`config.mk`:
```
export PLATFORM = sky130hd
export DESIGN_NAME = lsm_sequencer
export DESIGN_NICKNAME = d
export VERILOG_FILES = /design/src/rtl/lsm_pkg.sv /design/src/rtl/lsm_prio_enc.sv /design/src/rtl/lsm_sequencer.sv
export SDC_FILE = /design/constraint.sdc
export NUM_CORES = 1
export LEC_CHECK = 0
export CORE_MARGIN = 2
export CORE_UTILIZATION = 51
export CTS_CLUSTER_DIAMETER = 60
export DETAILED_ROUTE_END_ITERATION = 7
export HOLD_SLACK_MARGIN = 0.02
export PLACE_DENSITY_LB_ADDON = 0.05
export SLEW_MARGIN = 40
export SYNTH_ARGS = -nofsm -noshare
export SYNTH_HDL_FRONTEND = slang
export SYNTH_SLANG_ARGS = --single-unit
```
`constraint.sdc`:
```
create_clock -name clk -period 5.9 [get_ports clk]
set_clock_uncertainty 0.2 [all_clocks]
set_input_delay 0.59 -clock clk [delete_from_list [all_inputs] [get_ports clk]]
set_output_delay 0.59 -clock clk [all_outputs]
set_load 0.01 [all_outputs]
```
`src/rtl/lsm_pkg.sv`:
```
// Shared types and helpers for the load/store-multiple sequencer.
// Holds the state encoding, addressing-mode decode and the register-list popcount.
package lsm_pkg;

  localparam int unsigned ListW     = 16;
  localparam int unsigned WordBytes = 4;

  typedef enum logic [2:0] {
    StIdle    = 3'd0,
    StSetup   = 3'd1,
    StReq     = 3'd2,
    StRelease = 3'd3,
    StDone    = 3'd4
  } state_e;

  // Encoded as {P,U}
  typedef enum logic [1:0] {
    ModeDA = 2'b00,
    ModeIA = 2'b01,
    ModeDB = 2'b10,
    ModeIB = 2'b11
  } mode_e;

  function automatic logic [4:0] popcount(input logic [ListW-1:0] v);
    logic [4:0] cnt;
    cnt = '0;
    for (int i = 0; i < int'(ListW); i++) begin
      cnt = cnt + {4'b0, v[i]};
    end
    return cnt;
  endfunction

endpackage

```
`src/rtl/lsm_prio_enc.sv`:
```
// Lowest-set-bit encoder for the remaining register list.
// Index is zero when no bit is set; valid flags a non-empty vector.
module lsm_prio_enc
  import lsm_pkg::*;
(
  input  logic [ListW-1:0] vec,
  output logic [3:0]       idx,
  output logic             valid
);

  always_comb begin
    idx   = '0;
    valid = 1'b0;
    // Scan downwards so the lowest set bit is the last one to win
    for (int i = int'(ListW) - 1; i >= 0; i--) begin
      if (vec[i]) begin
        idx   = 4'(i);
        valid = 1'b1;
      end
    end
  end

endmodule

```
`src/rtl/lsm_sequencer.sv`:
```
// LDM/STM transfer sequencer: walks the register list in ascending order, drives one
// four-phase memory handshake per register and produces the base writeback value.
module lsm_sequencer
  import lsm_pkg::*;
#(
  parameter int unsigned ADDR_W     = 32,
  parameter int unsigned LIST_W     = ListW,
  parameter int unsigned WORD_BYTES = WordBytes
) (
  input  logic              clk,
  input  logic              rst_n,
  input  logic              lsm_en,
  input  logic [LIST_W-1:0] reg_list,
  input  logic              p_bit,
  input  logic              u_bit,
  input  logic [ADDR_W-1:0] base,
  input  logic              moc,
  output logic              lsm_detect,
  output logic              xfer_req,
  output logic [3:0]        reg_idx,
  output logic [ADDR_W-1:0] addr,
  output logic [ADDR_W-1:0] wb_value,
  output logic              lsm_end,
  output logic              busy
);

  localparam logic [ADDR_W-1:0] Step = ADDR_W'(WORD_BYTES);

  state_e            state_q, state_d;
  logic [LIST_W-1:0] mask_q, mask_d;
  logic [ADDR_W-1:0] base_q, base_d;
  logic [ADDR_W-1:0] addr_q, addr_d;
  logic [ADDR_W-1:0] wb_q, wb_d;
  logic              p_q, p_d;
  logic              u_q, u_d;
  logic [3:0]        idx_q, idx_d;

  logic [3:0]        enc_idx;
  logic              enc_valid;
  logic [4:0]        count;
  logic [ADDR_W-1:0] span;
  mode_e             mode;

  lsm_prio_enc u_prio_enc (
    .vec   (mask_q),
    .idx   (enc_idx),
    .valid (enc_valid)
  );

  assign count = popcount(mask_q);
  assign span  = ADDR_W'(count) * Step;
  assign mode  = mode_e'({p_q, u_q});

  always_comb begin
    state_d  = state_q;
    mask_d   = mask_q;
    base_d   = base_q;
    addr_d   = addr_q;
    wb_d     = wb_q;
    p_d      = p_q;
    u_d      = u_q;
    idx_d    = idx_q;
    xfer_req = 1'b0;
    lsm_end  = 1'b0;

    unique case (state_q)
      StIdle: begin
        if (lsm_en) begin
          mask_d  = reg_list;
          base_d  = base;
          p_d     = p_bit;
          u_d     = u_bit;
          state_d = StSetup;
        end
      end
      StSetup: begin
        // Lowest register always lands on the lowest address of the block
        unique case (mode)
          ModeIA:  addr_d = base_q;
          ModeIB:  addr_d = base_q + Step;
          ModeDA:  addr_d = base_q - span + Step;
          ModeDB:  addr_d = base_q - span;
          default: addr_d = base_q;
        endcase
        wb_d    = u_q ? (base_q + span) : (base_q - span);
        state_d = enc_valid ? StReq : StDone;
      end
      StReq: begin
        xfer_req = 1'b1;
        if (moc) begin
          mask_d  = mask_q & ~(LIST_W'(1) << enc_idx);
          idx_d   = enc_idx;
          state_d = StRelease;
        end
      end
      StRelease: begin
        if (!moc) begin
          addr_d  = addr_q + Step;
          state_d = (mask_q == '0) ? StDone : StReq;
        end
      end
      StDone: begin
        lsm_end = 1'b1;
        state_d = StIdle;
      end
      default: state_d = StIdle;
    endcase
  end

  always_ff @(posedge clk or negedge rst_n) begin
    if (!rst_n) begin
      state_q <= StIdle;
      mask_q  <= '0;
      base_q  <= '0;
      addr_q  <= '0;
      wb_q    <= '0;
      p_q     <= 1'b0;
      u_q     <= 1'b0;
      idx_q   <= '0;
    end else begin
      state_q <= state_d;
      mask_q  <= mask_d;
      base_q  <= base_d;
      addr_q  <= addr_d;
      wb_q    <= wb_d;
      p_q     <= p_d;
      u_q     <= u_d;
      idx_q   <= idx_d;
    end
  end

  // The mask bit is already cleared in RELEASE, so hold the index of the transfer in flight
  assign reg_idx    = (state_q == StRelease) ? idx_q : enc_idx;
  assign lsm_detect = (mask_q != '0);
  assign addr       = addr_q;
  assign wb_value   = wb_q;
  assign busy       = (state_q != StIdle);

endmodule

```
# [Word level (Yosys, flattened, before mapping)]
# Index checks and enable logic that the tools add are counted.
[word_totals] register_bits=121 in_bits=54 word_cells=101
[classes] add_sub_neg=20 n_eq_ne=10 n_shift=1 n_mux=48 bitwise_logic=2 n_reduce_logical=12
[ops] cell="$pmux 32 s4" count=1
[ops] cell="$add 32x3->32 const B" count=3
[ops] cell="$mux 4" count=17
[ops] cell="$mux 32" count=2
[ops] cell="$pmux 32 s2" count=1
[ops] cell="$add 5x1->5" count=11
[ops] cell="$add 32x7->32" count=1
[ops] cell="$mux 16" count=2
[ops] cell="$pmux 16 s2" count=1
[ops] cell="$sub 32x7->32" count=1
[ops] cell="$mux 1" count=18
[ops] cell="$and 16x16->16" count=1
[ops] cell="$logic_not 16->1" count=1
[ops] cell="$not 16->16" count=1
[ops] cell="$reduce_bool 16->1" count=1
[ops] cell="$shl 1x4->16 const A" count=1
[ops] cell="$mux 3" count=5
[ops] cell="$pmux 3 s4" count=1
[ops] cell="$eq 3x2->1 const B" count=2
[ops] cell="$ne 2x2->1 const B" count=3
[ops] cell="$reduce_and 2->1" count=3
[ops] cell="$reduce_and 3->1" count=2
[ops] cell="$add 4x1->5" count=1
[ops] cell="$add 3x1->4" count=1
[ops] cell="10 further kinds" count=12

# [Logic depth before layout (Yosys ltp)]
[depth] depth_word=21 ltp_mapped=26 mapped_depth_nobuf=23

# [Cells and area by module]
# Synthesis repeated with hierarchy kept, for this count alone.
[unflattened] cells_unflattened=1206 hier_area_um2=9599.2
[by_module_without_submodules] module="lsm_sequencer" instances=1 cells_each=1173 area_per_inst_um2=9420.3
[by_module_without_submodules] module="lsm_prio_enc" instances=1 cells_each=33 area_per_inst_um2=178.9

# [Least setup slack after synthesis]
# No wires, ideal clock.
[synth_path] kind="register to register" from="register mask_q[0]" to="register addr_q[31], in the netlist addr[31]" setup_time_ns=0.087 t_arrival_ns=6.126 setup_slack_ns=-0.513 stages_incl_launch_ff=23 n_path_buf=2 period_less_slack_ns=6.413 cell_sequence="dfrtp_1 > inv_1 > fa_1 > fa_1 > fa_1 > fa_1 > inv_1 > ha_1 > fa_1 > a21o_1 > and2_1 > ha_1 > inv_1 > o311a_1 > clkbuf_1 > clkbuf_1 > nor2_1 > xor2_1 > nand4_1 > nor4_4 > nand3_2 > mux2_4 > a211oi_2"
[synth_between] elab_chain_cells=19
[synth_rtl] item="start, declared" line="lsm_sequencer.sv:30" source="logic [LIST_W-1:0] mask_q, mask_d;"
[synth_rtl] item="start signal, assigned" line="lsm_sequencer.sv:122" source="mask_q <= mask_d;"
[synth_rtl] item="$add 1x1->2 *" line="lsm_pkg.sv:28" source="cnt = cnt + {4'b0, v[i]};"
[synth_rtl] item="$add 2x1->3 *" line="lsm_pkg.sv:28"
[synth_rtl] item="$add 3x1->4 *" line="lsm_pkg.sv:28"
[synth_rtl] item="$add 4x1->5 *" line="lsm_pkg.sv:28"
[synth_rtl] item="$add 5x1->5 * (11 in a row)" line="lsm_pkg.sv:28"
[synth_rtl] item="$sub 32x7->32 *" line="lsm_sequencer.sv:81, lsm_sequencer.sv:82"
[synth_rtl] item="$add 32x3->32" line="lsm_sequencer.sv:81" source="ModeDA: addr_d = base_q - span + Step;"
[synth_rtl] item="$pmux 32 s4 *" line="lsm_sequencer.sv:78" source="unique case (mode)"
[synth_rtl] item="$pmux 32 s2 *" line="lsm_sequencer.sv:66" source="unique case (state_q)"
[synth_rtl] item="end signal, assigned" line="lsm_sequencer.sv:124" source="addr_q <= addr_d;"
[synth_rtl] item="end, declared" line="lsm_sequencer.sv:32" source="logic [ADDR_W-1:0] addr_q, addr_d;"
# Every way passes the cells marked *; elsewhere a longest branch is shown, timed or not.
# A chain may end at the register's enable or synchronous reset.

# [Worst setup path in the final report]
[layout_path] from="register mask_q[5]" to="register addr_q[31], in the netlist addr[31]"
[layout_between] elab_chain_cells=15
[layout_rtl] item="$add 5x1->5 * (11 in a row)" line="lsm_pkg.sv:28"
[layout_rtl] item="$sub 32x7->32 *" line="lsm_sequencer.sv:81, lsm_sequencer.sv:82"
[layout_rtl] item="$add 32x3->32" line="lsm_sequencer.sv:81"
[layout_rtl] item="$pmux 32 s4 *" line="lsm_sequencer.sv:78"
[layout_rtl] item="$pmux 32 s2 *" line="lsm_sequencer.sv:66"
# Marked as above.

==> results.yml <==
routing:
  routed_wl_um: 35700
  dr.pass1.iters: 6
  antenna_left: 0
  wl_per_cell_um: 20.5
  drc_errors: 0
  vias_per_cell: 6.21
  vias: 10800
  drtIter0Drc: 1165
timing:
  fin_ws_ns: -0.639
  slew_viol_final: 0
  period_minus_slack_ns: 6.54
  max_freq_mhz: 153
  hold_slack_ns: 0.274
  final.setup.tns_ns: -10.07
  min_period_over_period_pct: 111
  setup_viol: 28
  finalHoldViolCount: 0
  relSlewSlack_pct: 39.1
  tightestPinTransition_ns: 0.911
  grt_setup_unrepaired: "true"
global_route:
  antenna_found_initial: 2
  grt_pass1_wl_um: 54600
  overflow: 0
  grt_max_degree: 65
  grt_pass1_vias: 10000
  grt_use_total_pct: 34.7
clock_tree:
  clock_sinks: 121
  cts_tree: "done"
  htree_levels: 4
  numCtsBuffers: 17
  root_buffer: "clkbuf_16"
  clockBufferDepth: 2
  clock_latency_ns: 0.43
  path_clk_slew_ns: 0.06
floorplan:
  io_pins: 126
  die_y_um: 141
  rows: 50
  start_util_pct: 51.7
  die_width_um: 141
  core_um2: 18600
  die_area_um2: 20000
critical_path:
  crit_chain: "inv_2 > fa_1 > fa_1 > fa_2 > fa_1 > inv_2 > ha_4 > fa_2 > xor2_4 > ha_4 > nor2_2 > o311a_4 > or4_4 > a222oi_1 > buf_4 > o211ai_1 > nor4_4 > nand3_2 > mux2_4 > a211oi_2"
  critical_path_cell_count: 20
  r2r_slack_ns: -0.64
  path_buf_inv: 3
  crit_fanout: 6
  path_delay_family: "adder cells"
  crit_start: "mask_q[5]$_DFFE_PN0P_"
  r2r_cells: 20
  cpMostUsedCell: "fa_1"
  max_stage_delay_ns: 0.60
  slowest_stage: "fa_1"
  worstReg2RegStart: "mask_q[5]$_DFFE_PN0P_"
  crit_path_end: "addr[31]$_DFFE_PN0P_"
  cp.required_ns: 6.04
  critPathKind: "flip-flop to flip-flop"
  cp-start-kind: "flip-flop"
  r2r-end: "addr[31]$_DFFE_PN0P_"
  cp-end-kind: "flip-flop"
  cp.arrival_ns: 6.68
logic_synthesis:
  avgSynthCellArea_um2: 7.60
  ys_warn_count: 0
  netlist_area_um2: 9610
  synth-seq-cells: 121
  syn-instance-count: 1264
  synthArstFlopShare_pct: 100
  synthesis.nets: 1352
  synth_edf_count: 0
  synthFlopType: "dfrtp_1"
  seq_area_frac_synth_pct: 31.5
  synth_cell_types: 76
layout:
  final_nets: 1579
  area_growth_pct: 42.8
  diodes: 0
  drive_gt1_share_pct: 24.1
  final_core_util_pct: 73.9
place:
  place_congestion: 1.00
  port-buffer-count: 125
  place_hpwl_um: 24300
worst_hold_path:
  min_from: "base_q[0]$_DFFE_PN0P_"
  holdCritPathClass: "flip-flop to flip-flop"
outcome:
  violations: "setup timing"
  status: "finished with violations"
flow_run:
  cap_violations: 0
state kept, by name (all words and copies together) (netlist names):
register / flops
u_q: 1
p_q: 1
wb_value: 32
state_q: 3
addr: 32
base_q: 32
idx_q: 4
mask_q: 16
cell families (layout without fill, tap and decap cells):
kind of cell / Yosys count / after routing / synth area share (%)
adder cells (fa/ha/maj): 34 / 34 / 5.36
buffers and inverters: 138 / 378 / 5.56
AO/OA/AOI/OAI: 350 / 350 / 22.9
XOR/XNOR: 72 / 72 / 6.56
multiplexers: 8 / 8 / 0.937
flip-flops: 121 / 121 / 31.5
AND/OR/NAND/NOR: 541 / 541 / 27.1
synthesized netlist by cell type (all sizes together), types with 4 or more instances:
| library cell | number | share of area [%] |
|---|---|---|
| nand4 | 15 | 0.98 |
| o21a | 6 | 0.47 |
| o32ai | 10 | 0.91 |
| fa | 12 | 2.5 |
| ha | 22 | 2.9 |
| o31ai | 16 | 1.3 |
| and2 | 6 | 0.39 |
| dfrtp | 121 | 32 |
| buf | 19 | 0.91 |
| nand2 | 240 | 9.4 |
| o311ai | 7 | 0.72 |
| a311oi | 5 | 0.46 |
| nor4 | 21 | 1.9 |
| nor2 | 80 | 3.1 |
| or3 | 17 | 1.1 |
| a31oi | 14 | 0.91 |
| or4 | 17 | 1.4 |
| a21oi | 86 | 4.5 |
| o21bai | 6 | 0.47 |
| a211oi | 8 | 0.73 |
| nor2b | 6 | 0.39 |
| nand3 | 44 | 2.3 |
| nor4b | 4 | 0.43 |
| o22ai | 17 | 1.1 |
| o21ai | 114 | 5.9 |
| clkbuf | 67 | 2.6 |
| or2 | 8 | 0.52 |
| o311a | 4 | 0.42 |
| a21o | 14 | 1.1 |
| xnor2 | 51 | 4.6 |
| nor3 | 47 | 2.5 |
| inv | 50 | 2.0 |
| and3 | 10 | 0.65 |
| xor2 | 21 | 1.9 |
| a221oi | 5 | 0.46 |
| and4 | 4 | 0.36 |
| mux2 | 5 | 0.62 |
| o211ai | 6 | 0.47 |
| o41ai | 7 | 0.64 |
| nand2b | 13 | 0.85 |
worst reg2reg max path, stage by stage (launching register included):
cell      delay, ns
dfrtp_1        0.36
inv_2          0.05
fa_1           0.52
fa_1           0.60
fa_2           0.46
fa_1           0.53
inv_2          0.06
ha_4           0.17
fa_2           0.42
xor2_4         0.19
ha_4           0.29
nor2_2         0.05
o311a_4        0.37
or4_4          0.44
a222oi_1       0.34
buf_4          0.20
o211ai_1       0.16
nor4_4         0.41
nand3_2        0.14
mux2_4         0.33
a211oi_2       0.17
layout make-up:
class	count	area, um^2
Inverter	52	198
Timing Repair Buffer	294	2640
Tap cell	234	293
Sequential cell	121	3030
Clock inverter	11	169
Multi-Input combinational cell	1005	6930
Clock buffer	21	470
Fill cell	1457	4850
cells in the final DEF, fill, tap and decap left out, types with 11 or more instances in the layout:
master | Yosys | final
o21ai_0 | 112 | 99
nor2_1 | 80 | 68
or4_4 | 3 | 11
or3_1 | 17 | 12
clkbuf_16 | 0 | 18
inv_1 | 50 | 39
nor3_1 | 46 | 37
o22ai_1 | 17 | 11
ha_1 | 22 | 14
nor4_1 | 15 | 11
nand2_1 | 240 | 232
dfrtp_1 | 121 | 121
buf_6 | 1 | 22
nand4_1 | 15 | 15
o21ai_1 | 2 | 15
nand3_1 | 43 | 35
nand2b_1 | 13 | 11
buf_4 | 0 | 144
xnor2_1 | 51 | 42
a21o_1 | 14 | 14
xor2_1 | 21 | 17
clkdlybuf4s50_1 | 0 | 124
o31ai_1 | 15 | 13
a31oi_1 | 14 | 13
a21oi_1 | 86 | 80
what timing repair did:
item                       4_1_cts  5_1_grt
resized for setup               78      102
hold endpoints to repair         0       57
hold buffers                     0        1
pin swaps                       45       56
setup endpoints to repair       31       40
setup buffers                   13       17
cloned                           0        1
routing by layer:
metal | wire [um] | track usage, % | part of all wire [%] | vias up
li1 | - | - | - | 4972
met1 | 14900 | 49.1 | 42 | 5087
met2 | 16000 | 52.9 | 45 | 635
met3 | 3450 | 5.94 | 9.7 | 94
met4 | 1280 | 14.2 | 3.6 | 0
met5 | 0 | 0 | 0 | -
worst min-delay path by stage:
stage	slack (ns)	depth (start not counted)	endpoint
2_1_floorplan	0.09	0	addr[0]$_DFFE_PN0P_
3_3_place_gp	0.26	2	wb_value[1]$_DFFE_PN0P_
3_5_place_dp	0.27	2	wb_value[1]$_DFFE_PN0P_
4_1_cts	0.06	1	wb_value[27]$_DFFE_PN0P_
5_1_grt	0.30	2	addr[0]$_DFFE_PN0P_
6_report	0.27	2	base_q[0]$_DFFE_PN0P_
metrics by stage:
step / setup slack (ns) / cell area, um^2 / cells
after global placement: -0.385 / 11900 / 1674
after global routing: -0.736 / 13700 / 1738
after detailed placement: -0.505 / 11900 / 1674
after floorplan: -0.304 / 9690 / 1264
final: -0.639 / 13700 / 1738
after CTS: -0.362 / 13100 / 1719
Power is not shown: default switching activity piles up to over one toggle a cycle in this logic, so the estimate is an artifact.
